**config.mk**
```make
export PLATFORM = sky130hd
export DESIGN_NAME = ro_puf_controller
export DESIGN_NICKNAME = d
export VERILOG_FILES = /design/src/rtl/ro_puf_controller.sv
export SDC_FILE = /design/constraint.sdc
export NUM_CORES = 1
export LEC_CHECK = 0
export ABC_CLOCK_PERIOD_IN_PS = 2400
export CORE_ASPECT_RATIO = 1.75
export CORE_UTILIZATION = 47
export DETAILED_ROUTE_END_ITERATION = 10
export PLACE_DENSITY = 0.85
export SYNTH_ARGS = -nofsm -noshare
export SYNTH_HDL_FRONTEND = slang
export SYNTH_SLANG_ARGS = --single-unit
```
**constraint.sdc**
```tcl
create_clock -name clk -period 2.4 [get_ports clk]
set_clock_uncertainty 0.2 [all_clocks]
set_input_delay 0.48 -clock clk [delete_from_list [all_inputs] [get_ports clk]]
set_output_delay 0.48 -clock clk [all_outputs]
set_load 0.005 [all_outputs]
```
**src/rtl/ro_puf_controller.sv**
```systemverilog
// Sequencer for the RO PUF datapath: walks N_BITS oscillator-pair challenges,
// times a fixed enable window per pair and folds count comparisons into a response word.
module ro_puf_controller #(
  parameter int SEL_W  = 3,
  parameter int CNT_W  = 8,
  parameter int WINDOW = 200,
  parameter int N_BITS = 4
) (
  input  logic                       clk,
  input  logic                       reset,
  input  logic                       start,
  input  logic [N_BITS*2*SEL_W-1:0]  challenge,
  input  logic [CNT_W-1:0]           count_1,
  input  logic [CNT_W-1:0]           count_2,
  output logic [SEL_W-1:0]           sel1,
  output logic [SEL_W-1:0]           sel2,
  output logic                       ro_enable,
  output logic                       ro_reset,
  output logic                       busy,
  output logic                       done,
  output logic [N_BITS-1:0]          response,
  output logic                       tie,
  output logic                       saturated
);

  localparam int CH_W  = N_BITS * 2 * SEL_W;
  localparam int TMR_W = (WINDOW > 1) ? $clog2(WINDOW + 1) : 1;
  localparam int IDX_W = (N_BITS > 1) ? $clog2(N_BITS) : 1;

  localparam logic [TMR_W-1:0] RUN_LAST = TMR_W'(WINDOW - 1);
  localparam logic [TMR_W-1:0] TWO_LAST = TMR_W'(1);
  localparam logic [IDX_W-1:0] IDX_LAST = IDX_W'(N_BITS - 1);

  typedef enum logic [2:0] {
    IDLE,
    CLEAR,
    RUN,
    SETTLE,
    COMPARE,
    DONE
  } state_t;

  state_t             state;
  logic [TMR_W-1:0]   timer;
  logic [IDX_W-1:0]   idx;
  logic [IDX_W-1:0]   idx_nxt;
  logic [CH_W-1:0]    chal_q;
  logic               cnt_gt;
  logic               cnt_eq;
  logic               cnt_sat;

  // Pair i occupies [i*2*SEL_W +: 2*SEL_W] as {sel1_i, sel2_i}.
  function automatic logic [SEL_W-1:0] pair_sel1(input logic [CH_W-1:0] ch,
                                                  input logic [IDX_W-1:0] i);
    return ch[int'(i)*2*SEL_W + SEL_W +: SEL_W];
  endfunction

  function automatic logic [SEL_W-1:0] pair_sel2(input logic [CH_W-1:0] ch,
                                                  input logic [IDX_W-1:0] i);
    return ch[int'(i)*2*SEL_W +: SEL_W];
  endfunction

  assign idx_nxt = idx + IDX_W'(1);
  assign cnt_gt  = (count_1 > count_2);
  assign cnt_eq  = (count_1 == count_2);
  assign cnt_sat = (count_1 == '1) || (count_2 == '1);

  always_ff @(posedge clk) begin
    if (reset) begin
      state     <= IDLE;
      timer     <= '0;
      idx       <= '0;
      chal_q    <= '0;
      sel1      <= '0;
      sel2      <= '0;
      ro_enable <= 1'b0;
      ro_reset  <= 1'b1;
      busy      <= 1'b0;
      done      <= 1'b0;
      response  <= '0;
      tie       <= 1'b0;
      saturated <= 1'b0;
    end else begin
      done <= 1'b0;
      case (state)
        IDLE: begin
          ro_reset  <= 1'b1;
          ro_enable <= 1'b0;
          if (start) begin
            chal_q    <= challenge;
            response  <= '0;
            tie       <= 1'b0;
            saturated <= 1'b0;
            idx       <= '0;
            timer     <= '0;
            sel1      <= pair_sel1(challenge, '0);
            sel2      <= pair_sel2(challenge, '0);
            busy      <= 1'b1;
            state     <= CLEAR;
          end
        end

        CLEAR: begin
          if (timer == TWO_LAST) begin
            timer     <= '0;
            ro_reset  <= 1'b0;
            ro_enable <= 1'b1;
            state     <= RUN;
          end else begin
            timer <= timer + TMR_W'(1);
          end
        end

        RUN: begin
          if (timer == RUN_LAST) begin
            timer     <= '0;
            ro_enable <= 1'b0;
            state     <= SETTLE;
          end else begin
            timer <= timer + TMR_W'(1);
          end
        end

        // Ripple counters need a couple of cycles to settle after enable drops.
        SETTLE: begin
          if (timer == TWO_LAST) begin
            timer <= '0;
            state <= COMPARE;
          end else begin
            timer <= timer + TMR_W'(1);
          end
        end

        COMPARE: begin
          response[idx] <= cnt_gt;
          if (cnt_eq) tie <= 1'b1;
          if (cnt_sat) saturated <= 1'b1;
          ro_reset <= 1'b1;
          if (idx == IDX_LAST) begin
            busy  <= 1'b0;
            done  <= 1'b1;
            state <= DONE;
          end else begin
            idx   <= idx_nxt;
            sel1  <= pair_sel1(chal_q, idx_nxt);
            sel2  <= pair_sel2(chal_q, idx_nxt);
            state <= CLEAR;
          end
        end

        DONE: begin
          ro_reset <= 1'b1;
          state    <= IDLE;
        end

        default: begin
          state <= IDLE;
        end
      endcase
    end
  end

endmodule

```
# [After elaboration in Yosys (flattened, before gate mapping)]
# Index checks and enable logic that the tools add are counted.
[op_classes] addsub=3 n_mul=1 n_lt_le_gt_ge=3 n_eq_ne=19 shift=2 mux=38 n_bitwise=1 reduce_logical=20
[ops] op="adder 32 x 3 -> 32 bit (second input constant)" count=1
[ops] op="indexed part select 24 x 32 -> 3 bit" count=1
[ops] op="2-to-1 mux 3 bit" count=9
[ops] op="== test 8 bit (second input constant)" count=3
[ops] op="2-to-1 mux 8 bit" count=3
[ops] op="one-hot mux 8 bit (3 select lines)" count=1
[ops] op="indexed part select 24 x 6 -> 3 bit" count=1
[ops] op="inequality test 2 bit (second input constant)" count=8
[ops] op="one-hot mux 3 bit (5 select lines)" count=1
[ops] op="AND reduction 3 bit" count=5
[ops] op="one-hot mux 3 bit (2 select lines)" count=2
[ops] op="2-to-1 mux 1 bit" count=10
[ops] op="adder 8 x 1 -> 8 bit (second input constant)" count=1
[ops] op="== test 8 x 1 -> 1 bit (second input constant)" count=1
[ops] op="== test 8 bit" count=1
[ops] op="> comparator 8 bit" count=1
[ops] op="one-hot mux 1 bit (2 select lines)" count=4
[ops] op="one-hot mux 4 bit (2 select lines)" count=1
[ops] op="AND reduction 2 bit" count=4
[ops] op="== test 3 x 2 -> 1 bit (second input constant)" count=2
[ops] op="== test 3 bit (second input constant)" count=2
[ops] op="nonzero test 3 bit" count=2
[ops] op="bitwise mux 4 bit" count=1
[ops] op="multiplier 2 x 2 -> 4 bit (second input constant)" count=1
[ops] op="18 further kinds" count=21
[totals] regBits=53 in_bits=43 output_inout_bits=16 elab_cells=100

# [Logic depth before layout (Yosys ltp)]
[depth] depth_word=6 mapped_depth=10 mapped_depth_nobuf=6

# [Worst setup path after synthesis]
# Ideal clock, no wire load.
[synth_timing] path_kind="flip-flop to flip-flop" start="reg idx[0]" end="reg sel1[0]" setup_time_ns=0.115 arrival_ns=1.950 required_ns=2.085 slack_ns=0.135 stages_incl_launch_ff=11 path_buffers=4 period_less_slack_ns=2.265 path_cell_list="dfxtp_1 > buf_6 > buf_8 > inv_1 > ha_1 > buf_2 > buf_4 > mux4_2 > mux2i_1 > o2bb2ai_1 > o21a_1"
[synth_between] elab_chain_cells=6 elab_cells_between_ends=9 cone_classes="add/sub (2); mul (1); eq/ne (2); shift (1); mux (2); reduce/logical (1)"
[synth_lines] element="from (decl)" line_no="45" rtl="logic [IDX_W-1:0] idx;"
[synth_lines] element="from (signal assigned)" line_no="144" rtl="idx <= idx_nxt;"
[synth_lines] element="adder 2 x 1 -> 2 bit" line_no="63" rtl="assign idx_nxt = idx + IDX_W'(1);"
[synth_lines] element="multiplier 2 x 2 -> 4 bit" line_no="55" rtl="return ch[int'(i)*2*SEL_W + SEL_W +: SEL_W];"
[synth_lines] element="adder 32 x 3 -> 32 bit" line_no="55"
[synth_lines] element="indexed part select 24 x 32 -> 3 bit" line_no="55"
[synth_lines] element="2-to-1 mux 3 bit" line_no="139" rtl="if (idx == IDX_LAST) begin"
[synth_lines] element="one-hot mux 3 bit (2 select lines)" line_no="85" rtl="case (state)"
[synth_lines] element="to (signal assigned)" line_no="96" rtl="sel1 <= pair_sel1(challenge, '0);"
[synth_lines] element="to (signal assigned)" line_no="145" rtl="sel1 <= pair_sel1(chal_q, idx_nxt);"
[synth_lines] element="to (decl)" line_no="15" rtl="output logic [SEL_W-1:0] sel1,"
# Several ways; a longest one is shown, not always the timed one. The select of a mux whose other input is x is not followed.
# A chain may end at the register's enable or synchronous reset.

# [Final worst setup path]
# Same ends and word-level chain as after synthesis.

==> flow_metrics.tcl <==
set metrics [dict create \
    outcome "complete, no violations" \
    cp_common_cell "mux2i_1" \
    grt_overflow_total 0 \
    p_leak_nw 1.46 \
    grt_pass1_vias 2732 \
    cts_root_buffer "clkbuf_8" \
    hold_depth 2 \
    cp-end-kind "register" \
    die_h_um 108 \
    hp-class "reg -> reg" \
    dp_cells 482 \
    post-route-drc-count 0 \
    post-route-period-util 0.924 \
    first_pass_iters 4 \
    yosys.area.top_type_share 0.350 \
    r2r-start "idx[0]" \
    synth_seq_area_share 0.350 \
    clock_tree.buffer_depth 2 \
    synthMostInstantiatedCell "nand2_1" \
    clkSinkCount 53 \
    path_cells "inv_1 -> ha_1 -> buf_4 -> mux2i_1 -> mux2i_1 -> o2bb2ai_1 -> o21a_1" \
    crit_type "reg -> reg" \
    drt_iter0_drc 87 \
    cp_max_fo 9 \
    dieWidth_um 62.7 \
    start_util 0.487 \
    ctsResizeCount 0 \
    place_congestion 0.879 \
    worst_hold_slack_ps 268 \
    syn_avg_cell_area_sq_um 8.71 \
    postCtsSetupBuffers 0 \
    drive_gt1_frac 0.102 \
    synth_top_cells_by_area "dfxtp_1, nand2_1, a21oi_1, ha_1, mux4_1" \
    timing.rr.end "sel1[0]" \
    worstHoldStart "chal_q[0]" \
    synth-edff-count 0 \
    yosys_warnings 0 \
    critPathLaunchType "register" \
    yosys.cell_types.count 57 \
    h-tree-depth 2 \
    cts_hold_buf 0 \
    slew_viol_final 0 \
    syn-num-nets 407 \
    grt_use_total 0.228 \
    vias 2798 \
    grt_pass1_wl_um 12300 \
    worstPathRequired_ps 2420 \
    clk_pin_slew_ps 100 \
    yosysTopAreaCell "dfxtp_1" \
    place_hpwl_um 5580 \
    antenna_found_initial 0 \
    ys_seq_elements 53 \
    ys.flop_type "dfxtp_1" \
    utilization 0.617 \
    netlist_area_sq_um 3030 \
    antenna_cells 0 \
    final_cell_count_no_fill 490 \
    r2r_slack_ps 180 \
    setup-violations-final 0 \
    rsz0062_at_grt "no" \
    drt-wirelength-per-cell_um 15.0 \
    cpPeakStageDelay_ps 540 \
    dieArea_sq_um 6790 \
    clk_latency_ps 320 \
    syn_inst 348 \
    antenna_left 0 \
    ff2ff_path_depth 7 \
    area_delta_synth_final_pct 26.8 \
    fin_nets 468 \
    viasPerCell 5.71 \
    min_to "chal_q[0]" \
    boundaryPins 59 \
    cap_violations 0 \
    max-slew-margin-rel 0.673 \
    async_reset_ff_frac 0 \
    grt_max_degree 45 \
    row_count 38 \
    core-area_sq_um 6230 \
    ir_drop_mv 0.389 \
    hold_viol 0 \
    cts_made_buffers 5 \
    routed_wl_um 7360 \
    worst_ep_arrival_time_ps 2240 \
    num-fill-cells 536 \
    worstMarginPinSlew_ps 489 \
    clock.fmax_mhz 451 \
    crit_slowest_cell "ha_1" \
    synthTopCellsByCount "nand2_1, dfxtp_1, a21oi_1" \
    period_minus_slack_ps 2220 \
    numPortBuffers 58 \
    cts_tree "built" \
    p_per_area_nw_per_um2 520 \
]
[layout make-up]
| class | count | area (sq um) | share of cell area |
|---|---|---|---|
| Timing Repair Buffer | 76 | 741 | 0.193 |
| Sequential cell | 53 | 1060 | 0.276 |
| Inverter | 14 | 52.6 | 0.0137 |
| Clock inverter | 2 | 17.5 | 0.00456 |
| Clock buffer | 6 | 82.6 | 0.0215 |
| Tap cell | 80 | 100 | 0.0261 |
| Multi-Input combinational cell | 259 | 1790 | 0.465 |
[critical path, delay by kind of cell, from the launching register on]
family	cells	cell delay [ps]
compound gates	2	330
fa+ha+maj	1	540
buf+inv	2	320
flops	1	340
mux	2	390
[through the flow]
stage | setup TNS, ps | setup WS (ps) | area (sq um) | total power, mW
6_report | 0 | 183 | 3840 | 2.00
3_5_place_dp | -434 | -110 | 3740 | 1.46
3_3_place_gp | -317 | -80.6 | 3740 | 1.45
5_1_grt | 0 | 72.4 | 3840 | 2.09
2_1_floorplan | 0 | 135 | 3030 | 1.25
4_1_cts | 0 | 189 | 3840 | 2.00
[logic make-up (layout without fill, tap and decap cells)]
group	Yosys count	in the layout	synth area share
compound gates	90	90	0.199
xor+xnor	2	2	0.00578
fa+ha+maj	16	16	0.0661
buf+inv	36	98	0.0599
flops	53	53	0.350
mux	16	16	0.0974
simple gates	135	135	0.222
[cells in the final DEF (no fill, tap or decap), types with 3 or more instances in the layout]
cell type and n:
a21oi_1 42, a31oi_1 3, and2_1 3, buf_4 16
clkbuf_8 6, clkdlybuf4s50_1 58, dfxtp_1 53, ha_1 16
inv_1 14, mux2i_1 7, mux4_1 6, mux4_2 3
nand2_1 75, nand3_1 6, nand4_1 8, nor2_1 11
nor2b_1 5, nor3_1 6, o21a_1 5, o21ai_0 9
o22ai_1 5, o2bb2ai_1 3, o41ai_1 4, or2_2 3
[state kept, by name, indices dropped and copies added (netlist names), 2 cells and up]
signal	cells
sel2	3
chal_q	24
state	3
response	4
sel1	3
timer	8
idx	2
[routing by layer]
layer	GRT usage	routed length, um	up-vias
li1	-	-	1372
met1	0.228	2710	1318
met2	0.446	4100	90
met3	0.0327	273	18
met4	0.115	270	0
met5	0	0	-
[where the power goes]
part           total [mW]  switching [mW]  internal (mW)
Sequential          0.980          0.0416          0.938
Combinational       0.465           0.224          0.241
Clock               0.552           0.312          0.240
Total                2.00           0.578           1.42
[worst max path at each step]
stage / startpoint / to / slack [ps] / cells past startpoint
floorplan: idx[0] / sel1[0] / 130 / 10
global placement: count_2[3] / response[0] / -80 / 8
detailed placement: count_2[2] / response[0] / -110 / 8
CTS: idx[0] / sel1[0] / 190 / 7
global route: idx[0] / sel1[0] / 70 / 7
finish: idx[0] / sel1[0] / 180 / 7
No activity file was read; power rests on OpenSTA's default activity.
